==> config.mk <==
export PLATFORM = sky130hd
export DESIGN_NAME = bldc_commutation_ctrl
export DESIGN_NICKNAME = d
export VERILOG_FILES = /design/src/rtl/bldc_pkg.sv /design/src/rtl/bldc_hall_filter.sv /design/src/rtl/bldc_commutation_ctrl.sv
export SDC_FILE = /design/constraint.sdc
export NUM_CORES = 1
export LEC_CHECK = 0
export BUFFER_PORTS_ARGS = -buffer_cell sky130_fd_sc_hd__buf_2
export CELL_PAD_IN_SITES_DETAIL_PLACEMENT = 0
export CELL_PAD_IN_SITES_GLOBAL_PLACEMENT = 1
export CORE_ASPECT_RATIO = 0.5
export CORE_MARGIN = 10
export CORE_UTILIZATION = 43
export DETAILED_ROUTE_END_ITERATION = 16
export GPL_TIMING_DRIVEN = 0
export PLACE_DENSITY = 0.85
export SYNTH_ARGS = -nofsm -noshare
export SYNTH_HDL_FRONTEND = slang
export SYNTH_SLANG_ARGS = --single-unit
==> constraint.sdc <==
create_clock -name CLK -period 2.6 [get_ports CLK]
set_clock_uncertainty 0.2 [all_clocks]
set_input_delay 0.52 -clock CLK [delete_from_list [all_inputs] [get_ports CLK]]
set_output_delay 0.52 -clock CLK [all_outputs]
set_load 0.02 [all_outputs]
==> src/rtl/bldc_pkg.sv <==
// rtl/bldc_pkg.sv - shared state encodings, duty width and six-step commutation table
package bldc_pkg;

  localparam int DUTY_W = 4;

  localparam logic [1:0] ST_IDLE  = 2'b00;
  localparam logic [1:0] ST_RAMP  = 2'b01;
  localparam logic [1:0] ST_RUN   = 2'b10;
  localparam logic [1:0] ST_FAULT = 2'b11;

  typedef struct packed {
    logic [2:0] hi;
    logic [2:0] lo;
  } gate_pair_t;

  // Forward rotation order; bit 0 = phase A, bit 2 = phase C
  localparam logic [2:0] HALL_SEQ [6] = '{3'b101, 3'b100, 3'b110, 3'b010, 3'b011, 3'b001};
  localparam gate_pair_t COMM_TABLE [6] = '{
    '{hi: 3'b001, lo: 3'b010},
    '{hi: 3'b001, lo: 3'b100},
    '{hi: 3'b010, lo: 3'b100},
    '{hi: 3'b010, lo: 3'b001},
    '{hi: 3'b100, lo: 3'b001},
    '{hi: 3'b100, lo: 3'b010}
  };

  // Invalid codes (000/111) map to all gates off; reverse swaps the high and low sides
  function automatic gate_pair_t comm_lookup(input logic [2:0] code, input logic dir);
    gate_pair_t r;
    r = '{hi: 3'b000, lo: 3'b000};
    for (int i = 0; i < 6; i++) begin
      if (HALL_SEQ[i] == code) r = COMM_TABLE[i];
    end
    if (dir) r = '{hi: r.lo, lo: r.hi};
    return r;
  endfunction

endpackage

==> src/rtl/bldc_hall_filter.sv <==
// rtl/bldc_hall_filter.sv - accepts a hall code after HALL_FILT identical samples, strobes on change
module bldc_hall_filter #(
  parameter int HALL_FILT = 4
) (
  input  logic       clk,
  input  logic       rst,
  input  logic [2:0] hall,
  output logic [2:0] code,
  output logic       valid,
  output logic       chg
);

  localparam int CNT_W = $clog2(HALL_FILT + 1);
  localparam logic [CNT_W-1:0] CNT_FULL = CNT_W'(HALL_FILT);

  logic [2:0]       cand;
  logic [CNT_W-1:0] cnt;
  logic [2:0]       next_cand;
  logic [CNT_W-1:0] next_cnt;
  logic             accept;

  always_comb begin
    next_cand = cand;
    next_cnt  = cnt;
    if (hall != cand) begin
      next_cand = hall;
      next_cnt  = CNT_W'(1);
    end else if (cnt != CNT_FULL) begin
      next_cnt = cnt + CNT_W'(1);
    end
  end

  assign accept = (next_cnt == CNT_FULL);

  // valid stays low until some code has been seen HALL_FILT times, so the reset value is never acted on
  always_ff @(posedge clk) begin
    if (rst) begin
      cand  <= 3'b000;
      cnt   <= '0;
      code  <= 3'b000;
      valid <= 1'b0;
      chg   <= 1'b0;
    end else begin
      cand <= next_cand;
      cnt  <= next_cnt;
      chg  <= 1'b0;
      if (accept) begin
        valid <= 1'b1;
        if (next_cand != code) begin
          code <= next_cand;
          chg  <= 1'b1;
        end
      end
    end
  end

endmodule

==> src/rtl/bldc_commutation_ctrl.sv <==
// rtl/bldc_commutation_ctrl.sv - six-step BLDC sequencer: soft start, dead time, hall fault
// Optional stall detection and STALL output enabled by defining STALL_DETECT_EN.
module bldc_commutation_ctrl
  import bldc_pkg::*;
#(
  parameter int DEADTIME  = 8,
  parameter int HALL_FILT = 4,
  parameter int RAMP_DIV  = 256
`ifdef STALL_DETECT_EN
  , parameter int STALL_TO = 1 << 20
`endif
) (
  input  logic              CLK,
  input  logic              RST,
  input  logic              EN,
  input  logic              DIR,
  input  logic [2:0]        HALL,
  input  logic [DUTY_W-1:0] DUTY_CMD,
  input  logic              PWM_IN,
  output logic [DUTY_W-1:0] DUTY_OUT,
  output logic              PWM_CE,
  output logic [2:0]        GATE_HI,
  output logic [2:0]        GATE_LO,
  output logic              FAULT,
  output logic [1:0]        STATE
`ifdef STALL_DETECT_EN
  , output logic            STALL
`endif
);

  localparam int RAMP_W = (RAMP_DIV > 1) ? $clog2(RAMP_DIV) : 1;
  localparam int DT_W   = (DEADTIME > 1) ? $clog2(DEADTIME) : 1;
  localparam logic [RAMP_W-1:0] RAMP_LAST = RAMP_W'(RAMP_DIV - 1);
  localparam logic [DT_W-1:0]   DT_LOAD   = DT_W'(DEADTIME - 1);

  logic [1:0]        state;
  logic [DUTY_W-1:0] duty_q;
  logic [RAMP_W-1:0] ramp_cnt;
  logic [DT_W-1:0]   dt_cnt;
  logic              dir_q;
  logic [2:0]        gate_hi_q;
  logic [2:0]        gate_lo_q;

  logic [2:0]        hall_code;
  logic              hall_valid;
  logic              hall_chg;
  logic              hall_bad;
  logic              active;
  logic              stall_hit;
  logic              go_fault;
  logic              ramp_tick;
  logic              gate_en;
  logic [DUTY_W-1:0] duty_up;
  gate_pair_t        pat;

  bldc_hall_filter #(.HALL_FILT(HALL_FILT)) u_hall_filter (
    .clk   (CLK),
    .rst   (RST),
    .hall  (HALL),
    .code  (hall_code),
    .valid (hall_valid),
    .chg   (hall_chg)
  );

  assign hall_bad  = hall_valid && ((hall_code == 3'b000) || (hall_code == 3'b111));
  assign active    = (state == ST_RAMP) || (state == ST_RUN);
  assign go_fault  = active && EN && (hall_bad || stall_hit);
  assign ramp_tick = (ramp_cnt == RAMP_LAST);
  assign duty_up   = (duty_q == '1) ? duty_q : duty_q + DUTY_W'(1);
  assign pat       = comm_lookup(hall_code, dir_q);
  // The change strobe blanks the gates itself; dt_cnt then covers the remaining DEADTIME-1 cycles
  assign gate_en   = active && EN && !go_fault && !hall_chg && (dt_cnt == '0);

  always_ff @(posedge CLK) begin
    if (RST) begin
      state     <= ST_IDLE;
      duty_q    <= '0;
      ramp_cnt  <= '0;
      dt_cnt    <= '0;
      dir_q     <= 1'b0;
      gate_hi_q <= 3'b000;
      gate_lo_q <= 3'b000;
    end else begin
      if (hall_chg)            dt_cnt <= DT_LOAD;
      else if (dt_cnt != '0)   dt_cnt <= dt_cnt - DT_W'(1);

      gate_hi_q <= gate_en ? (pat.hi & {3{PWM_IN}}) : 3'b000;
      gate_lo_q <= gate_en ? pat.lo : 3'b000;

      case (state)
        ST_IDLE: begin
          dir_q    <= DIR;
          duty_q   <= '0;
          ramp_cnt <= '0;
          if (EN) state <= ST_RAMP;
        end
        ST_RAMP: begin
          if (!EN) begin
            state  <= ST_IDLE;
            duty_q <= '0;
          end else if (go_fault) begin
            state  <= ST_FAULT;
            duty_q <= '0;
          end else if (duty_q >= DUTY_CMD) begin
            state    <= ST_RUN;
            ramp_cnt <= '0;
          end else if (ramp_tick) begin
            duty_q   <= duty_up;
            ramp_cnt <= '0;
          end else begin
            ramp_cnt <= ramp_cnt + RAMP_W'(1);
          end
        end
        ST_RUN: begin
          if (!EN) begin
            state  <= ST_IDLE;
            duty_q <= '0;
          end else if (go_fault) begin
            state  <= ST_FAULT;
            duty_q <= '0;
          end else if (DUTY_CMD < duty_q) begin
            duty_q   <= DUTY_CMD;
            ramp_cnt <= '0;
          end else if (DUTY_CMD > duty_q) begin
            if (ramp_tick) begin
              duty_q   <= duty_up;
              ramp_cnt <= '0;
            end else begin
              ramp_cnt <= ramp_cnt + RAMP_W'(1);
            end
          end else begin
            ramp_cnt <= '0;
          end
        end
        default: begin
          duty_q   <= '0;
          ramp_cnt <= '0;
          if (!EN) state <= ST_IDLE;
        end
      endcase
    end
  end

`ifdef STALL_DETECT_EN
  localparam int STALL_W = $clog2(STALL_TO + 1);
  localparam logic [STALL_W-1:0] STALL_MAX = STALL_W'(STALL_TO);

  logic [STALL_W-1:0] stall_cnt;
  logic               stall_q;

  assign stall_hit = (state == ST_RUN) && (stall_cnt == STALL_MAX);

  always_ff @(posedge CLK) begin
    if (RST) begin
      stall_cnt <= '0;
      stall_q   <= 1'b0;
    end else begin
      if (hall_chg || ((state == ST_IDLE) && EN)) stall_cnt <= '0;
      else if (active && (stall_cnt != STALL_MAX)) stall_cnt <= stall_cnt + STALL_W'(1);

      if (go_fault)                           stall_q <= stall_hit;
      else if ((state == ST_FAULT) && !EN)    stall_q <= 1'b0;
    end
  end

  assign STALL = stall_q;
`else
  assign stall_hit = 1'b0;
`endif

  assign DUTY_OUT = duty_q;
  assign PWM_CE   = active;
  assign GATE_HI  = gate_hi_q;
  assign GATE_LO  = gate_lo_q;
  assign FAULT    = (state == ST_FAULT);
  assign STATE    = state;

endmodule

==> impl_results.md, run 1 <==
- Skew-Pair Late Insertion Delay: around 0.29 ns
- CP delay by family, top: compound AO/OA/AOI/OAI gates
- Clock slew at reported path FFs: around 0.070 ns
- Die X: approximately 110 um
- Initial antenna violation count: 0
- FP Rows: 17
- CP Capture Type: register
- Remaining DRCs: 0
- Register area share after synthesis: between 30% and 40%
- H-tree Lvls: 2
- Setup crit start kind: register
- Synth cell types: 39
- Critical Path RT: around 2.6 ns
- CTS tree: yes
- Syn. warnings: 0
- CP Data Arrival Time: 2.46 ns
- R2r startpoint: DUTY_OUT[3]
- Measured slew at the worst slew-check pin: 0.748 ns
- ANT nets after route: 0
- Hold path cells: 3
- Power per Cell Area: between 600 and 700 nW/um^2
- Vias: between 1500 and 2000
- Area contributors post-synth: dfxtp_1 (36%), ha_1 (9.1%), nor2_1 (5.5%)
- Final setup viols: 0
- Iteration-0 DRC count of the detailed router: 86
- Post-cts resize count: 1
- Status: finished clean
- Bufs on Longest Clock Path: 2
- Pin count of the biggest net entering global routing: 11
- Synthesized area per cell: between 8 and 9 sq um
- Core Footprint: 4360 sq um
- Vias in the first global route: about 1500
- Top FF cell, synth: dfxtp_1
- Top cell type's share of synthesized area: 36.4%
- Total I/O pin count: 26
- CP max stage delay: 0.41 ns
- Die area: roughly 7700 sq um
- HP Class: primary input to register
- Maximum clock rate: approximately 410 MHz
- Reg-to-reg setup timing slack: 0.17 ns
- Minimum clock period: between 2 and 2.5 ns
- Drt pass-1 iters: 4
- Pins over their slew limit: 0
- Post-Syn Instances: 221
- Hold_buf cts: 0
- Crit Path Max Fanout: 6
- Synth async-reset ratio: 0%
- PortBufs: 24
- Avg WL per Cell: 12.8 um
- Area growth syn-to-layout: 16.2%
- Max-cap violations: 0
- Cell taking the most area after synthesis: dfxtp_1
- Crit path kind: register to register
- Post-CTS Setup Inserts: 0
- First-pass GRT wire length: 6640 um
- Reg-to-Reg End: DUTY_OUT[1]
- Cell Area, Synth: 1930 sq um
- Worst Reg-to-Reg Cells: 8
- Critical Path Most Common Cell: nor2_1
- Critical-path cell list: inv_1, ha_1, a21oi_1, nor2b_1, o311ai_4, nor2_1, nor2_1, a22o_1
- Slew margin rel.: between 50% and 60%
- Max VDD drop: 0.253 mV
- GRT Total Usage: 10.4%
- Worst hold-check slack: 0.271 ns
- Dpl hpwl: around 3000 um
- Inserted Clock Buffers: 5
- WHS Endpoint: dir_q
- Starting Density: between 40% and 50%
- Routability cong.: ~0.77
- ANT cells: 0
- Clk root buf: clkbuf_8
- Final hold vios: 0
- DIE HEIGHT: 67.3 um
- Fin nets: around 280
- Worst-path cell with the longest stage delay: dfxtp_1
- Pleak: approximately 0.87 nW
- Routed WL: ~4000 um
- Tcrit/Tclk final: ~94%
- #FFs+latches synth: 35
- Share of cells above drive strength 1: around 17%
- EDFF count, synth: 0
- CTS sink cnt: 35
- Worst hold start: DIR
- Total power: about 1.5 mW
- GRT Residual Overflow: 0
- Buf/Inv on CP: 1
- Syn nets: 247
- Vias/cell: 5.24
## cell families (layout without fill, tap and decap cells)
group	count (synthesis)	in the layout	share of synthesized area, %
AND/OR/NAND/NOR	87	87	24.8
XOR/XNOR	15	15	6.82
multiplexers	8	8	4.16
flip-flops	35	35	36.4
AO/OA/AOI/OAI	38	38	14.1
buffers and inverters	24	55	4.68
adder cells (fa/ha/maj)	14	14	9.10
## worst register-to-register path, delay by kind of cell (launching register included)
family / cells / cell delay (ns)
compound gates: 3 / 0.88
fa+ha+maj: 1 / 0.33
buf+inv: 1 / 0.10
flops: 1 / 0.41
simple gates: 3 / 0.46
## how the worst max path moves through the flow
stage	start	to	slack, ns	depth (start not counted)
floorplan	STATE[0]	STATE[1]	0.07	8
finish	DUTY_OUT[3]	DUTY_OUT[1]	0.17	8
global placement	DUTY_CMD[3]	DUTY_OUT[2]	-0.22	7
global route	DUTY_OUT[3]	DUTY_OUT[1]	-0.002	8
CTS	STATE[0]	STATE[1]	0.12	8
detailed placement	DUTY_CMD[3]	DUTY_OUT[0]	-0.18	7
## metrics by stage
step                worst slack [ns]  instances  instance area [sq um]  TNS (ns)  utilization, %
global placement              -0.224        302                   2120    -0.866            48.6
floorplan                     0.0653        221                   1930         0               -
detailed placement            -0.176        302                   2120    -0.676            48.6
global route                -0.00159        309                   2240  -0.00257            51.3
CTS                            0.116        309                   2210         0            50.7
finish                         0.168        309                   2240         0            51.3
## final cells by class
class / instances / area, sq um
clock inverter: 1 / 5.00
clock buffer: 6 / 82.6
fill: 427 / 2120
buffer: 8 / 30.0
timing repair buffer: 24 / 120
multi-input combinational: 162 / 1170
inverter: 16 / 60.1
tap: 57 / 71.3
sequential: 35 / 701
## per-layer routing
layer | track usage [%] | vias to the layer above | part of all wire (%)
met5 | 0 | - | 0
met2 | 16.5 | 25 | 44
met3 | 3.09 | 6 | 4.5
met4 | 4.66 | 0 | 1.1
met1 | 13.0 | 749 | 50
li1 | - | 839 | -
## cell usage in the layout (no fill, tap or decap), types with 3 or more instances in the layout
cell type / count
a22o_1: 4
nor3_1: 6
nand3b_1: 8
inv_1: 16
a21oi_1: 14
nor4_1: 3
xor2_1: 6
mux2i_1: 8
buf_2: 24
nor2b_1: 6
o2bb2ai_1: 4
dfxtp_1: 35
nor2_1: 28
nand2_1: 8
nand3_1: 7
clkbuf_8: 6
xnor2_1: 9
nor3b_1: 4
ha_1: 13
clkbuf_1: 8
or3b_2: 6
or3_1: 3
## registers in the layout, indices dropped and copies added (netlist names)
signal	flops
DUTY_OUT	4
GATE_HI	3
GATE_LO	3
STATE	2
dir_q	1
dt_cnt	3
ramp_cnt	8
u_hall_filter.cand	3
u_hall_filter.chg	1
u_hall_filter.cnt	3
u_hall_filter.code	3
u_hall_filter.valid	1
## power by group
| part | switching [mW] | internal [mW] |
|---|---|---|
| combinational | 0.294 | 0.194 |
| sequential | 0.0288 | 0.578 |
| clock | 0.196 | 0.208 |
| total | 0.519 | 0.980 |
## Yosys cell counts, types with 4 or more instances
master,count
dfxtp_1,35
nor3_1,6
or3b_2,6
ha_1,14
xnor2_1,9
a21oi_1,15
nand3b_1,8
xor2_1,6
nand2_1,8
inv_1,16
mux2i_1,8
clkbuf_1,8
nor2_1,28
o2bb2ai_1,4
nor3b_1,4
nand3_1,7
nor2b_1,6
a22o_1,4
(Power assumes the default switching activity.)
==> inputs of run 2 (changes only) <==
PLACE_DENSITY = 0.84   (was 0.85)
SYNTH_HIERARCHICAL = 1   (was default)
==> impl_results.md, run 2 <==
- Tcrit/Tclk final: 96.1% (was 93.5%)
- Clock slew at reported path FFs: 0.07 ns (about the same)
- Commonest non-fill, non-tap cells in the layout: dfxtp_1 (35), buf_2 (26), nor2_1 (20), inv_1 (16), a21oi_1 (16) (was dfxtp_1 (35), nor2_1 (28), buf_2 (24), inv_1 (16), a21oi_1 (14))
- CTS tree: yes (unchanged)
- Cell Area, Synth: 2130 sq um (was 1930 sq um)
- Bufs on Longest Clock Path: 2 (unchanged)
- Minimum clock period: 2.50 ns (was 2.43 ns)
- H-tree Lvls: 2 (unchanged)
- Measured slew at the worst slew-check pin: 0.520 ns (was 0.748 ns)
- Iteration-0 DRC count of the detailed router: 96 (was 86)
- Pin count of the biggest net entering global routing: 16 (was 11)
- Total I/O pin count: 26 (unchanged)
- Crit Path Max Fanout: 5 (was 6)
- Starting Density: 46.4% (was 44.2%)
- CP Capture Type: register (unchanged)
- Routed WL: 4730 um (was 3970 um)
- Top FF cell, synth: dfxtp_1 (unchanged)
- Worst hold-check slack: 0.263 ns (was 0.271 ns)
- Vias: 1796 (was 1619)
- Drt pass-1 iters: 4 (unchanged)
- Crit path from: DUTY_OUT[2] (was DUTY_OUT[3])
- Slew margin rel.: 65.3% (was 50.0%)
- First-pass GRT wire length: 8110 um (was 6640 um)
- RSZ-0062 raised after global routing: no
- Max-cap violations: 0 (unchanged)
- Clk root buf: clkbuf_8 (unchanged)
- Share of cells above drive strength 1: 21.5% (was 17.1%)
- Worst-path cell with the longest stage delay: dfxtp_1 (unchanged)
- Critical-path cell list: inv_1, ha_1, a21oi_1, nand3b_1, and2_2, a31oi_4, mux2_1 (was inv_1, ha_1, a21oi_1, nor2b_1, o311ai_4, nor2_1, nor2_1, a22o_1)
- Filler cells: 415 (was 427)
- CP max stage delay: 0.41 ns (about the same)
- Power per Cell Area: 683 nW/um^2 (was 670 nW/um^2)
- Die area: 8350 sq um (was 7720 sq um)
- Register area share after synthesis: 32.8% (was 36.4%)
- Max reg flops: 8 (unchanged)
- Post-CTS Setup Inserts: 0 (unchanged)
- Synth cell types: 61 (was 39)
- Commonest non-fill, non-tap cell in the layout: dfxtp_1 (unchanged)
- CTS sink cnt: 35 (unchanged)
- Post-Syn Instances: 237 (was 221)
- Post-route cell area: 2470 sq um (was 2240 sq um)
- DIE HEIGHT: 69.8 um (was 67.3 um)
- Syn nets: 263 (was 247)
- PortBufs: 25 (was 24)
- Initial antenna violation count: 0 (unchanged)
- Post-cts resize count: 0 (was 1)
- Vias in the first global route: 1748 (was 1476)
- Placed instance area: 2340 sq um (was 2120 sq um)
- Hold_buf cts: 0 (unchanged)
- ANT nets after route: 0 (unchanged)
- Synth async-reset ratio: 0% (unchanged)
- Final setup viols: 0 (unchanged)
- Cell taking the most area after synthesis: dfxtp_1 (unchanged)
- Crit path kind: register to register (unchanged)
- Top cell type's share of synthesized area: 32.8% (was 36.4%)
- Worst hold start: DUTY_CMD[2] (was DIR)
- Synth cell count leaders: dfxtp_1 (35), nor2_1 (20), a21oi_1 (16), inv_1 (16), ha_1 (14) (was dfxtp_1 (35), nor2_1 (28), inv_1 (16))
- EDFF count, synth: 0 (unchanged)
- Die X: 120 um (was 115 um)
- Status: finished clean (unchanged)
- Final hold vios: 0 (unchanged)
- Fin nets: 295 (was 278)
- Maximum clock rate: 400 MHz (was 411 MHz)
- #FFs+latches synth: 35 (unchanged)
- Remaining DRCs: 0 (unchanged)
- Synthesized area per cell: 9.00 sq um (was 8.71 sq um)
- Max VDD drop: 0.304 mV (was 0.253 mV)
- FP Rows: 17 (unchanged)
- Avg WL per Cell: 14.1 um (was 12.8 um)
- Critical Path RT: 2.58 ns (was 2.63 ns)
- Inserted Clock Buffers: 5 (unchanged)
- Pleak: 0.968 nW (was 0.869 nW)
- Dpl hpwl: 3610 um (was 2950 um)
- Total power: 1.69 mW (was 1.50 mW)
- Skew-Pair Late Insertion Delay: 0.28 ns (was 0.29 ns)
- GRT Total Usage: 11.5% (was 10.4%)
- Vias/cell: 5.35 (was 5.24)
- Pins over their slew limit: 0 (unchanged)
- GRT Residual Overflow: 0 (unchanged)
- Most common cell in the synthesized netlist: dfxtp_1 (unchanged)
- HP Class: primary input to register (unchanged)
- Core Footprint: 4590 sq um (was 4360 sq um)
- ANT cells: 0 (unchanged)
- Syn. warnings: 6 (was 0)
- Routability cong.: 0.792 (was 0.768)
- Top reg by flops: ramp_cnt (unchanged)
- Setup crit start kind: register (unchanged)
- Area contributors post-synth: dfxtp_1 (33%), ha_1 (8.2%), xnor2_1 (4.1%) (was dfxtp_1 (36%), ha_1 (9.1%), nor2_1 (5.5%))
- CP Data Arrival Time: 2.48 ns (was 2.46 ns)
- R2r startpoint: DUTY_OUT[2] (was DUTY_OUT[3])
- Area growth syn-to-layout: 15.7% (was 16.2%)
## run 2: kinds of logic after synthesis
group / after synthesis / share of synthesized area, %
mux: 7 / 3.69
simple gates: 93 / 25.9
xor+xnor: 14 / 5.75
buf+inv: 22 / 4.34
flops: 35 / 32.8
fa+ha+maj: 14 / 8.21
compound gates: 52 / 19.2
## run 2: final cells by class
type / instances / area (sq um) / share of cell area (%)
buffer: 6 / 32.5 / 1.32
sequential: 35 / 701 / 28.4
clock inverter: 2 / 35.0 / 1.42
timing repair buffer: 25 / 125 / 5.07
clock buffer: 6 / 82.6 / 3.35
tap: 66 / 82.6 / 3.35
inverter: 16 / 60.1 / 2.43
multi-input combinational: 180 / 1350 / 54.7
## run 2: per-layer routing
| layer | share of wire, % | GRT usage (%) | vias up | wire (um) |
|---|---|---|---|---|
| met4 | 1.3 | 4.08 | 0 | 63 |
| met3 | 4.1 | 3.32 | 7 | 192 |
| met5 | 0 | 0 | - | 0 |
| met1 | 48 | 14.7 | 835 | 2290 |
| li1 | - | - | 925 | - |
| met2 | 46 | 17.9 | 29 | 2180 |
## run 2: final timing paths
path / end / slack (ns) / cells past startpoint
worst min-delay path: DUTY_OUT[2] / 0.26 / 2
worst max register to register: STATE[1] / 0.10 / 7
worst max-delay path: STATE[1] / 0.10 / 7
worst min register to register: u_hall_filter/valid / 0.30 / 2
## run 2: per-stage QoR
stage / setup TNS (ns) / setup WS (ns) / std cells / utilization, %
after floorplan: 0 / 0.0955 / 237 / -
after global placement: 0 / 0.00306 / 328 / 51.0
after detailed placement: -0.0374 / -0.0374 / 328 / 51.0
after CTS: 0 / 0.104 / 336 / 53.5
after global routing: 0 / 0.0153 / 336 / 53.7
final: 0 / 0.102 / 336 / 53.7
## run 2: critical path: cells and delay by family (launching register included)
kind | cells | cell delay (ns)
multiplexers | 1 | 0.33
AO/OA/AOI/OAI | 2 | 0.46
buffers and inverters | 1 | 0.11
AND/OR/NAND/NOR | 2 | 0.54
flip-flops | 1 | 0.41
adder cells (fa/ha/maj) | 1 | 0.32
## run 2: power by group
part	switching [mW]	leakage [nW]	total [mW]	internal, mW
logic	0.355	0.622	0.565	0.211
registers	0.0316	0.284	0.610	0.579
clock network	0.200	0.0612	0.510	0.310
==> inputs of run 3 (changes only) <==
CORE_UTILIZATION = 44   (was 43)
PLACE_DENSITY = default   (was 0.84)
PLACE_DENSITY_LB_ADDON = 0.1   (was default)
==> impl_results.md, run 3 (same netlist as run 2, synthesis figures left out) <==
- Status: finished clean (unchanged)
- Vias in the first global route: 1652 (was 1748)
- Area occupied by multi-input gates: 1350 sq um (about the same)
- Die area: 8200 sq um (was 8350 sq um)
- Total power: 1.67 mW (was 1.69 mW)
- CP Data Arrival Time: 2.44 ns (was 2.48 ns)
- Max-cap violations: 0 (unchanged)
- Slew margin rel.: 64.2% (was 65.3%)
- Fin Setup TNS: 0 ns (unchanged)
- DIE HEIGHT: 69.2 um (was 69.8 um)
- Critical Path RT: 2.57 ns (was 2.58 ns)
- Starting Density: 47.1% (was 46.4%)
- Worst Reg-to-Reg Cells: 7 (unchanged)
- Remaining DRCs: 0 (unchanged)
- Total I/O pin count: 26 (unchanged)
- Fin nets: 295 (unchanged)
- Avg WL per Cell: 13.6 um (was 14.1 um)
- Clk root buf: clkbuf_8 (unchanged)
- Hold path cells: 3 (was 2)
- Clock slew at reported path FFs: 0.08 ns (was 0.07 ns)
- Maximum clock rate: 405 MHz (was 400 MHz)
- First-pass GRT wire length: 7820 um (was 8110 um)
- Pins over their slew limit: 0 (unchanged)
- Pleak: 0.964 nW (was 0.968 nW)
- Reg area: 701 sq um (unchanged)
- Post-route cell area: 2460 sq um (was 2470 sq um)
- Crit Path Max Fanout: 5 (unchanged)
- GRT Residual Overflow: 0 (unchanged)
- Setup crit start kind: register (unchanged)
- Drt pass-1 iters: 4 (unchanged)
- Sw frac: 35.6% (was 34.8%)
- Crit path kind: register to register (unchanged)
- Max VDD drop: 0.237 mV (was 0.304 mV)
- CTS sink cnt: 35 (unchanged)
- Vias/cell: 5.26 (was 5.35)
- Psw: 0.593 mW (was 0.586 mW)
- Commonest non-fill, non-tap cells in the layout: dfxtp_1 (35), buf_2 (26), nor2_1 (20), inv_1 (16), a21oi_1 (16) (unchanged)
- CTS tree: yes (unchanged)
- Flop pwr share: 36.6% (was 36.2%)
- Comb power frac: 33.7% (was 33.5%)
- Bufs on Longest Clock Path: 2 (unchanged)
- Dpl hpwl: 3470 um (was 3610 um)
- Routability cong.: 0.877 (was 0.792)
- Max reg flops: 8 (unchanged)
- ANT cells: 0 (unchanged)
- Core Footprint: 4530 sq um (was 4590 sq um)
- Die X: 118 um (was 120 um)
- H-tree Lvls: 2 (unchanged)
- Placed instance area: 2340 sq um (unchanged)
- Area growth syn-to-layout: 15.4% (was 15.7%)
- ANT nets after route: 0 (unchanged)
- PortBufs: 25 (unchanged)
- Share of cells above drive strength 1: 21.1% (was 21.5%)
- Final hold vios: 0 (unchanged)
- GRT Total Usage: 10.9% (was 11.5%)
- FP Rows: 17 (unchanged)
- Vias: 1767 (was 1796)
- Final setup viols: 0 (unchanged)
- Post-CTS Setup Inserts: 0 (unchanged)
- Routed WL: 4580 um (was 4730 um)
- Hold_buf cts: 0 (unchanged)
- Inserted Clock Buffers: 5 (unchanged)
- CP Capture Type: register (unchanged)
- Top reg by flops: ramp_cnt (unchanged)
- Tcrit/Tclk final: 94.9% (was 96.1%)
- Filler cells: 438 (was 415)
- Commonest non-fill, non-tap cell in the layout: dfxtp_1 (unchanged)
- Int Pwr: 1.07 mW (was 1.10 mW)
- Power per Cell Area: 677 nW/um^2 (was 683 nW/um^2)
- Minimum clock period: 2.47 ns (was 2.50 ns)
- Skew-Pair Late Insertion Delay: 0.29 ns (was 0.28 ns)
- Measured slew at the worst slew-check pin: 0.537 ns (was 0.520 ns)
- Iteration-0 DRC count of the detailed router: 108 (was 96)
- Core Util, Final: 54.3% (was 53.7%)
- Clk pwr share: 29.7% (was 30.3%)
- Initial antenna violation count: 0 (unchanged)
- Pin count of the biggest net entering global routing: 16 (unchanged)
- HP Class: primary input to register (unchanged)
- Worst setup margin: 0.132 ns (was 0.102 ns)
- Placement Setup Slack: 0.0145 ns (was -0.0374 ns)
[run 3: layout make-up]
type / count / share of cell area, %
plain buffers: 6 / 1.32
repair buffers: 25 / 5.08
inverters: 16 / 2.44
multi-input cells: 180 / 54.8
clock inverters: 3 / 1.78
clock buffers: 5 / 2.80
flip-flops and latches: 35 / 28.5
well taps: 66 / 3.36
[run 3: power by group through the flow]
| stage | logic, mW | registers [mW] | clock network [mW] |
|---|---|---|---|
| final | 0.561 | 0.610 | 0.495 |
| after global routing | 0.631 | 0.616 | 0.537 |
| after CTS | 0.564 | 0.611 | 0.508 |
| after detailed placement | 0.561 | 0.622 | 0 |
| after global placement | 0.548 | 0.621 | 0 |
| after floorplan | 0.426 | 0.630 | 0 |
[run 3: per-stage QoR]
step,instances,hold slack [ns]
floorplan,237,0.254
global placement,328,0.287
detailed placement,328,0.288
CTS,336,0.264
global route,336,0.285
finish,336,0.265
[run 3: per-layer routing]
layer | GRT usage [%] | vias to the layer above | share of wire (%)
met3 | 4.05 | 2 | 5.3
li1 | - | 926 | -
met4 | 1.60 | 0 | 0.39
met2 | 16.4 | 31 | 42
met5 | 0 | - | 0
met1 | 14.7 | 808 | 52
[run 3: what timing repair did]
item,4_1_cts,5_1_grt
endpoints found under the setup margin,0,1
endpoints found under the hold margin,0,0
gates resized for setup,0,1
[run 3: path summary, 6_finish.rpt]
| path | slack (ns) | from | to |
|---|---|---|---|
| hold / removal | 0.26 | DIR | dir_q |
| setup reg to reg | 0.13 | DUTY_OUT[2] | STATE[1] |
| setup / recovery | 0.13 | DUTY_OUT[2] | STATE[1] |
| hold reg to reg | 0.31 | u_hall_filter/valid | u_hall_filter/valid |
[run 3: worst max-delay path, cell delays in order, from the launching register on]
cell,delay [ns]
dfxtp_1,0.40
inv_1,0.10
ha_1,0.33
a21oi_1,0.25
nand3b_1,0.21
and2_1,0.30
a31oi_4,0.23
mux2_1,0.33
